--- config.mk ---
export PLATFORM = sky130hd
export DESIGN_NAME = reg_file_sb
export DESIGN_NICKNAME = d
export VERILOG_FILES = /design/src/rtl/reg_file_pkg.sv /design/src/rtl/sb_pending_table.sv /design/src/rtl/reg_file_sb.sv
export SDC_FILE = /design/constraint.sdc
export NUM_CORES = 2
export LEC_CHECK = 0
export BUFFER_PORTS_ARGS = -buffer_cell sky130_fd_sc_hd__buf_2
export CORE_MARGIN = 2
export CORE_UTILIZATION = 50
export CTS_BUF_LIST = sky130_fd_sc_hd__clkbuf_2 sky130_fd_sc_hd__clkbuf_4 sky130_fd_sc_hd__clkbuf_8
export CTS_CLUSTER_SIZE = 25
export DETAILED_ROUTE_END_ITERATION = 16
export PLACE_DENSITY = 0.66
export SYNTH_ARGS = -nofsm -noshare
export SYNTH_HDL_FRONTEND = slang
export SYNTH_HIERARCHICAL = 1
export SYNTH_SLANG_ARGS = --single-unit
--- constraint.sdc ---
create_clock -name Clock -period 35.4 [get_ports Clock]
set_clock_uncertainty 0.15 [all_clocks]
set_input_delay 0 -clock Clock [delete_from_list [all_inputs] [get_ports Clock]]
set_output_delay 0 -clock Clock [all_outputs]
set_load 0.05 [all_outputs]
--- src/rtl/reg_file_pkg.sv ---
// Shared defaults for the scoreboarded register file datapath.
// The top module and the pending table both import these values.
package reg_file_pkg;

    localparam int DEF_DATA_W   = 32;
    localparam int DEF_ADDR_W   = 5;
    localparam int DEF_ZERO_REG = 1;
    localparam int DEF_BYPASS   = 1;

endpackage : reg_file_pkg

--- src/rtl/sb_pending_table.sv ---
// Per-register pending bits for in-flight producers.
// Also tracks the number of pending registers and flags a reserve of an already-pending register.
module sb_pending_table
    import reg_file_pkg::*;
#(
    parameter int ADDR_W   = DEF_ADDR_W,
    parameter int ZERO_REG = DEF_ZERO_REG
) (
    input  logic              clk,
    input  logic              rst,
    input  logic              reserve,
    input  logic [ADDR_W-1:0] reserve_no,
    input  logic              clear,
    input  logic [ADDR_W-1:0] clear_no,
    input  logic [ADDR_W-1:0] lookup1_no,
    input  logic [ADDR_W-1:0] lookup2_no,
    output logic              pending1,
    output logic              pending2,
    output logic              waw_hazard,
    output logic [ADDR_W:0]   pending_count
);

    localparam int DEPTH = 1 << ADDR_W;
    localparam logic [ADDR_W:0] ONE = {{ADDR_W{1'b0}}, 1'b1};

    logic [DEPTH-1:0] pending_q, pending_d;
    logic [ADDR_W:0]  count_q, count_d;
    logic             reserve_ok, clear_ok, same_reg;

    assign reserve_ok = reserve && !((ZERO_REG != 0) && (reserve_no == '0));
    assign clear_ok   = clear && !((ZERO_REG != 0) && (clear_no == '0));
    assign same_reg   = reserve_ok && (reserve_no == clear_no);

    // Reserve is applied after the clear so a new producer wins over a retiring one.
    always_comb begin
        pending_d = pending_q;
        count_d   = count_q;
        if (clear_ok) begin
            pending_d[clear_no] = 1'b0;
        end
        if (reserve_ok) begin
            pending_d[reserve_no] = 1'b1;
        end
        if (reserve_ok && !pending_q[reserve_no]) begin
            count_d = count_d + ONE;
        end
        if (clear_ok && pending_q[clear_no] && !same_reg) begin
            count_d = count_d - ONE;
        end
    end

    always_ff @(posedge clk or posedge rst) begin
        if (rst) begin
            pending_q <= '0;
            count_q   <= '0;
        end else begin
            pending_q <= pending_d;
            count_q   <= count_d;
        end
    end

    assign pending1      = pending_q[lookup1_no];
    assign pending2      = pending_q[lookup2_no];
    assign waw_hazard    = reserve_ok && pending_q[reserve_no];
    assign pending_count = count_q;

endmodule : sb_pending_table

--- src/rtl/reg_file_sb.sv ---
// Parametrised register file with two combinational read ports, one write port,
// optional hardwired zero register, optional write-to-read bypass and a pending scoreboard.
module reg_file_sb
    import reg_file_pkg::*;
#(
    parameter int DATA_W   = DEF_DATA_W,
    parameter int ADDR_W   = DEF_ADDR_W,
    parameter int ZERO_REG = DEF_ZERO_REG,
    parameter int BYPASS   = DEF_BYPASS
) (
    input  logic              Clock,
    input  logic              Reset,
    input  logic              RegWrite,
    input  logic [ADDR_W-1:0] WriteRegNo,
    input  logic [DATA_W-1:0] WriteData,
    input  logic [ADDR_W-1:0] ReadReg1,
    input  logic [ADDR_W-1:0] ReadReg2,
    output logic [DATA_W-1:0] ReadData1,
    output logic [DATA_W-1:0] ReadData2,
    input  logic              Reserve,
    input  logic [ADDR_W-1:0] ReserveRegNo,
    output logic              Ready1,
    output logic              Ready2,
    output logic              WawHazard,
    output logic [ADDR_W:0]   PendingCount
);

    localparam int DEPTH = 1 << ADDR_W;

    logic [DATA_W-1:0] regs_q [DEPTH];
    logic [DATA_W-1:0] regs_d [DEPTH];
    logic              write_ok;
    logic              bypass1, bypass2, zero1, zero2;
    logic              pending1, pending2;

    assign write_ok = RegWrite && !((ZERO_REG != 0) && (WriteRegNo == '0));

    always_comb begin
        regs_d = regs_q;
        if (write_ok) begin
            regs_d[WriteRegNo] = WriteData;
        end
    end

    always_ff @(posedge Clock or posedge Reset) begin
        if (Reset) begin
            for (int i = 0; i < DEPTH; i++) begin
                regs_q[i] <= '0;
            end
        end else begin
            regs_q <= regs_d;
        end
    end

    sb_pending_table #(
        .ADDR_W   (ADDR_W),
        .ZERO_REG (ZERO_REG)
    ) u_pending (
        .clk           (Clock),
        .rst           (Reset),
        .reserve       (Reserve),
        .reserve_no    (ReserveRegNo),
        .clear         (RegWrite),
        .clear_no      (WriteRegNo),
        .lookup1_no    (ReadReg1),
        .lookup2_no    (ReadReg2),
        .pending1      (pending1),
        .pending2      (pending2),
        .waw_hazard    (WawHazard),
        .pending_count (PendingCount)
    );

    assign bypass1 = (BYPASS != 0) && write_ok && (WriteRegNo == ReadReg1);
    assign bypass2 = (BYPASS != 0) && write_ok && (WriteRegNo == ReadReg2);
    assign zero1   = (ZERO_REG != 0) && (ReadReg1 == '0);
    assign zero2   = (ZERO_REG != 0) && (ReadReg2 == '0);

    // Reset and the zero register override the bypass so nothing leaks through while held.
    always_comb begin
        ReadData1 = regs_q[ReadReg1];
        Ready1    = ~pending1;
        if (bypass1) begin
            ReadData1 = WriteData;
            Ready1    = 1'b1;
        end
        if (zero1 || Reset) begin
            ReadData1 = '0;
            Ready1    = 1'b1;
        end
    end

    always_comb begin
        ReadData2 = regs_q[ReadReg2];
        Ready2    = ~pending2;
        if (bypass2) begin
            ReadData2 = WriteData;
            Ready2    = 1'b1;
        end
        if (zero2 || Reset) begin
            ReadData2 = '0;
            Ready2    = 1'b1;
        end
    end

endmodule : reg_file_sb
== Word level (Yosys, flattened, before mapping) ==
Cells that the tools add are included.

* Logic and storage cells: 112
* Register bits: 1062
* Output and inout port bits: 73

* Bitwise operators: 8
* Add/sub/neg operators: 2
* Equal/unequal tests: 3
* Magnitude comparators: 10
* Reductions and logical operators: 22
* Muxes and demuxes: 33

{| class="wikitable"
|+ Operators with widths
! cell !! count
|-
| 1024-bit bitwise mux || 1
|-
| 32-bit two-way mux || 11
|-
| 32-bit binary-select mux with 5-bit select || 2
|-
| 32-bit demux with 5-bit select || 1
|-
| 32-bit AND || 1
|-
| 32-bit NOT || 1
|-
| 32-bit bitwise OR || 1
|-
| 5-bit by 6-bit less-than comparator with 1-bit output, second input constant || 4
|-
| 1-bit binary-select mux with 5-bit select || 4
|-
| 5-bit zero test || 4
|-
| 6-bit >= comparator, second input constant || 3
|-
| 5-bit NOT with 6-bit output || 3
|-
| 5-bit == test || 3
|-
| 1-bit logical AND || 12
|-
| 6-bit two-way mux || 2
|-
| 1-bit demux with 5-bit select || 2
|-
| 5-bit by 1-bit >= comparator with 1-bit output, second input constant || 2
|-
| 1-bit two-way mux || 10
|-
| 6-bit by 1-bit adder with 6-bit output, second input constant || 1
|-
| 6-bit by 1-bit less-than comparator with 1-bit output, second input constant || 1
|-
| 6-bit by 1-bit subtractor with 6-bit output, second input constant || 1
|-
| 1-bit zero test || 4
|-
| 1-bit logical OR || 2
|-
| 1-bit NOT || 2
|}

== Longest topological paths before layout ==
* Depth after elaboration: 9
* Mapped depth: 13
* Mapped depth without buffers: 11

== Modules after synthesis ==
Netlist, hierarchy kept.

{| class="wikitable"
|+ Modules (own cells, without submodules)
! module !! times used !! sequential area each (µm²) !! area each (µm²) !! cells an instance
|-
| reg_file_sb || 1 || 25624.6 || 54994.0 || 3793
|-
| sb_pending_table || 1 || 950.9 || 2961.6 || 291
|}

== Least setup slack after synthesis ==
No wires, ideal clock.

* Path kind: input -> output
* Start point: input port Reset
* End point: output port ReadData2[10]
* Stages on the path: 5
* Buffers on the path: 1
* Path slack: 12.274 ns
* Required time: 35.250 ns
* Data arrival time: 22.976 ns
* Path through: inv_1 -> nand2_1 -> nor4_1 -> clkbuf_1 -> a32o_1

* Word-level cells in the longest chain between the ends: 2

{| class="wikitable"
|+ Ends and longest elaborated chain
! what !! RTL line !! text
|-
| from (decl) || reg_file_sb.sv:12 || <nowiki>input logic Reset,</nowiki>
|-
| 1-bit logical OR || reg_file_sb.sv:99 || <nowiki>if (zero2 || Reset) begin</nowiki>
|-
| 32-bit two-way mux || reg_file_sb.sv:99 ||
|-
| to (decl) || reg_file_sb.sv:19 || <nowiki>output logic [DATA_W-1:0] ReadData2,</nowiki>
|}

Every way passes these cells.

== Final worst setup path ==
* Start point: input port ReadReg1[0]
* End point: output port ReadData1[17]

* Word-level cells in the longest chain between the ends: 6
* Elaborated cells on any way between the ends: 10

{| class="wikitable"
|+ Ends and longest elaborated chain
! what !! RTL line !! text
|-
| from (decl) || reg_file_sb.sv:16 || <nowiki>input logic [ADDR_W-1:0] ReadReg1,</nowiki>
|-
| 5-bit NOT with 6-bit output (not written as such) || reg_file_sb.sv:80 || <nowiki>ReadData1 = regs_q[ReadReg1];</nowiki>
|-
| 32-bit binary-select mux with 5-bit select || reg_file_sb.sv:80 ||
|-
| 32-bit two-way mux (not written as such) (2 in a row) || reg_file_sb.sv:80 ||
|-
| 32-bit two-way mux || reg_file_sb.sv:82 || <nowiki>if (bypass1) begin</nowiki>
|-
| 32-bit two-way mux * || reg_file_sb.sv:86 || <nowiki>if (zero1 || Reset) begin</nowiki>
|-
| to (decl) || reg_file_sb.sv:18 || <nowiki>output logic [DATA_W-1:0] ReadData1,</nowiki>
|}

Every way passes the cells marked *; elsewhere a longest branch is shown, timed or not. The select of a mux whose other input is x is not followed.

==> impl_results.md <==
- Layout cells sized above 1: 46.72%
- Initial core utilization: 50.55%
- Min cycle time layout: between 4000 and 5000 ps
- CTS clk-pin slew, worst paths: about 60 ps
- Gr ovfl total: 0
- Largest cells by area after synthesis: dfrtp_1 (46%), mux2_2 (19%), mux4_2 (16%), mux2i_1 (6.1%), clkbuf_1 (1.6%)
- Max transition margin: 15.01%
- Setup tns final: 0 ps
- Detailed placement HPWL: 95,780 um
- Post-Syn Instances: 4,084
- Final Slew Violations: 0
- Antenna violations before repair: 7
- Leakage: 28.28 nW
- Largest area contributor in the netlist: dfrtp_1
- RSZ-0062 raised after global routing: no
- Starting DRT DRC Count: 4,164
- Final setup viols: 0
- I/O Buffers: 128
- First-pass detailed-route iteration total: 6
- Vias in the first global route: around 40,000
- Startpoint class of the critical path: primary input
- Largest net degree at the start of global routing: 172
- Syn Nets: 4,142
- Worst setup path class: primary input to output pin
- Area growth, synth to finish: 10.49%
- Pwr dens: 56.45 nW/um^2
- EDFF count, synth: 0
- Layout net count: 4,127
- Worst EP required: 35,250 ps
- Post-synth top area share: 45.85%
- Detail Route Antenna Nets: 0
- Final WL: 183,700 um
- Filler Cells Inserted: 9,282
- # rows: 124
- Maxcap violations: 0
- Final Hold Viols: 0
- First-pass GRT wire length: 272,000 um
- Die H: about 340 um
- Total power: 0.003615 W
- Post-DR wirelength/cell: between 30 and 40 um
- Crit path DAT: roughly 4800 ps
- Post-synthesis instance area: a little under 60,000 um^2
- Mapped Avg Cell Area: between 10 and 15 um^2
- Routability cong.: 0.8193
- Ports: 129
- Path category of the worst min-delay check: primary input to register
- Sequential area share after synthesis: between 40% and 50%
- Remaining DRCs: 0
- Max VDD drop: 0.06124 mV
- Via total after detailed routing: approximately 39,000
- Yosys reg bits: 1,062
- Total GRT Usage: 31.27%
- H-tree Lvls: 4
- Period utilization: 14.07%
- Setup Fix Bufs, Post-CTS: 0
- CTS max path bufs: 3
- Outcome: finished, final reports clean
- CTS tree: yes
- Worst Setup End Kind: output pin
- Die area: 118,600 um^2
- Most frequent cells after synthesis: dfrtp_1 (1,062), mux2_2 (988), mux4_2 (405), mux2i_1 (353), clkbuf_1 (248)
- Clock root buffer: clkbuf_8
- Most numerous cell in the Yosys netlist: dfrtp_1
- Post-synth ARST share: 100.0%
- Die Wd: 344.5 um
- CP Max Fanout: around 100
- Fmax: between 200 and 250 MHz
- CTS Buf Count: 184
- Via density per instance: around 7
- Ys flop type: dfrtp_1
- Core ar.: between 100,000 and 150,000 um^2
- Clk_lat worst skew: between 800 and 900 ps
- Clock Sinks: 1,062
- Tightest Pin Transition: 1272 ps
- Post-synthesis cell type count: 63
- Total number of yosys warnings: 6
[layout by cell type, fill, tap and decap left out, types with 6 or more instances in the layout]
cell	count
o22ai_1	37
nor2_1	8
a211oi_1	95
mux4_2	405
diode_2	6
a211o_1	32
mux2i_1	353
mux2_1	6
o221ai_1	34
xnor2_1	17
clkinv_2	10
nand3b_1	12
nand2_4	15
nor2_4	15
nand2_1	51
mux2_2	988
dfrtp_1	1062
nand3_1	18
buf_12	6
a22oi_1	68
xor2_1	6
clkbuf_8	228
nor2b_1	37
nand4_1	7
buf_2	120
a32o_1	32
buf_4	60
clkbuf_4	69
a221oi_1	64
a21oi_1	67
o21bai_1	32
o21ai_0	94
dlygate4sd3_1	69
[logic make-up (layout without fill, tap and decap cells)]
group	after synthesis	count (layout)	share of synthesized area, %
other	0	6	0
XOR/XNOR	23	23	0.3476
AND/OR/NAND/NOR	203	203	1.893
adder cells (fa/ha/maj)	2	2	0.04317
buffers and inverters	469	593	3.554
flip-flops	1062	1062	45.85
AO/OA/AOI/OAI	573	573	7.159
multiplexers	1752	1752	41.15
[metal layers]
metal | global-route usage [%] | routed length, um | up-vias
met4 | 11.69 | 6603 | 2
li1 | - | - | 15884
met2 | 47.59 | 84350 | 1981
met1 | 43.48 | 75840 | 20948
met5 | 0 | 13 | -
met3 | 7.925 | 16940 | 419
[flip-flops by register name, indices dropped and copies added, names as in the netlist]
name                     flops
regs_q                    1024
u_pending/pending_q         32
u_pending/pending_count      6
[final timing paths]
kind | start | slack (ps) | end | cells after the start
worst min-delay path | ReserveRegNo[3] | 110 | u_pending/pending_q[10]$_DFF_PP0_ | 5
max in group asynchronous | Reset | 31780 | regs_q[468]$_DFFE_PP0P_ | 7
worst min register to register | regs_q[1001]$_DFFE_PP0P_ | 250 | regs_q[1001]$_DFFE_PP0P_ | 0
worst max-delay path | ReadReg1[0] | 30420 | ReadData1[17] | 10
min in group asynchronous | Reset | 380 | regs_q[928]$_DFFE_PP0P_ | 4
worst max register to register | u_pending/pending_q[7]$_DFF_PP0_ | 32840 | u_pending/pending_count[4]$_DFF_PP0_ | 11
[where the power goes]
| group | leakage (nW) | internal, W | switching, W |
|---|---|---|---|
| logic | 12.5 | 0.000424 | 0.000347 |
| registers | 13.6 | 0.00145 | 0.000184 |
| clock network | 2.11 | 0.000682 | 0.000530 |
[worst max-delay path: stages]
cell      delay, ps
buf_8           460
buf_12          680
buf_4           810
buf_4           790
mux4_2          580
nor2b_1         140
a211oi_1        290
a211oi_1         90
a211o_1         440
buf_2           290
[through the flow]
step	setup slack (ps)	std cells	instance area [um^2]	hold WS, ps	utilization (%)
after floorplan	6415	4084	57960	1.694	-
after global placement	30410	5326	59340	97.86	51.76
after detailed placement	30380	5326	59340	99.73	51.76
after CTS	30380	5720	64020	15.22	55.84
after global routing	30130	5724	64030	87.07	55.85
final	30420	5726	64040	106.9	55.85
[final cells by class]
class	instances	area, um^2	area share (%)
clock inverter	29	346.6	0.5412
clock buffer	296	3642	5.688
sequential	1062	26580	41.50
timing repair buffer	261	1947	3.040
tap	1512	1892	2.954
antenna	6	15.01	0.02345
inverter	7	33.78	0.05275
multi-input combinational	2553	29590	46.20
[what timing repair did]
item | CTS | global route
hold buffers | 69 | 0
endpoints found under the hold margin | 1238 | 0
resized for setup | 0 | 0
Power figures use the tool's default switching activity.
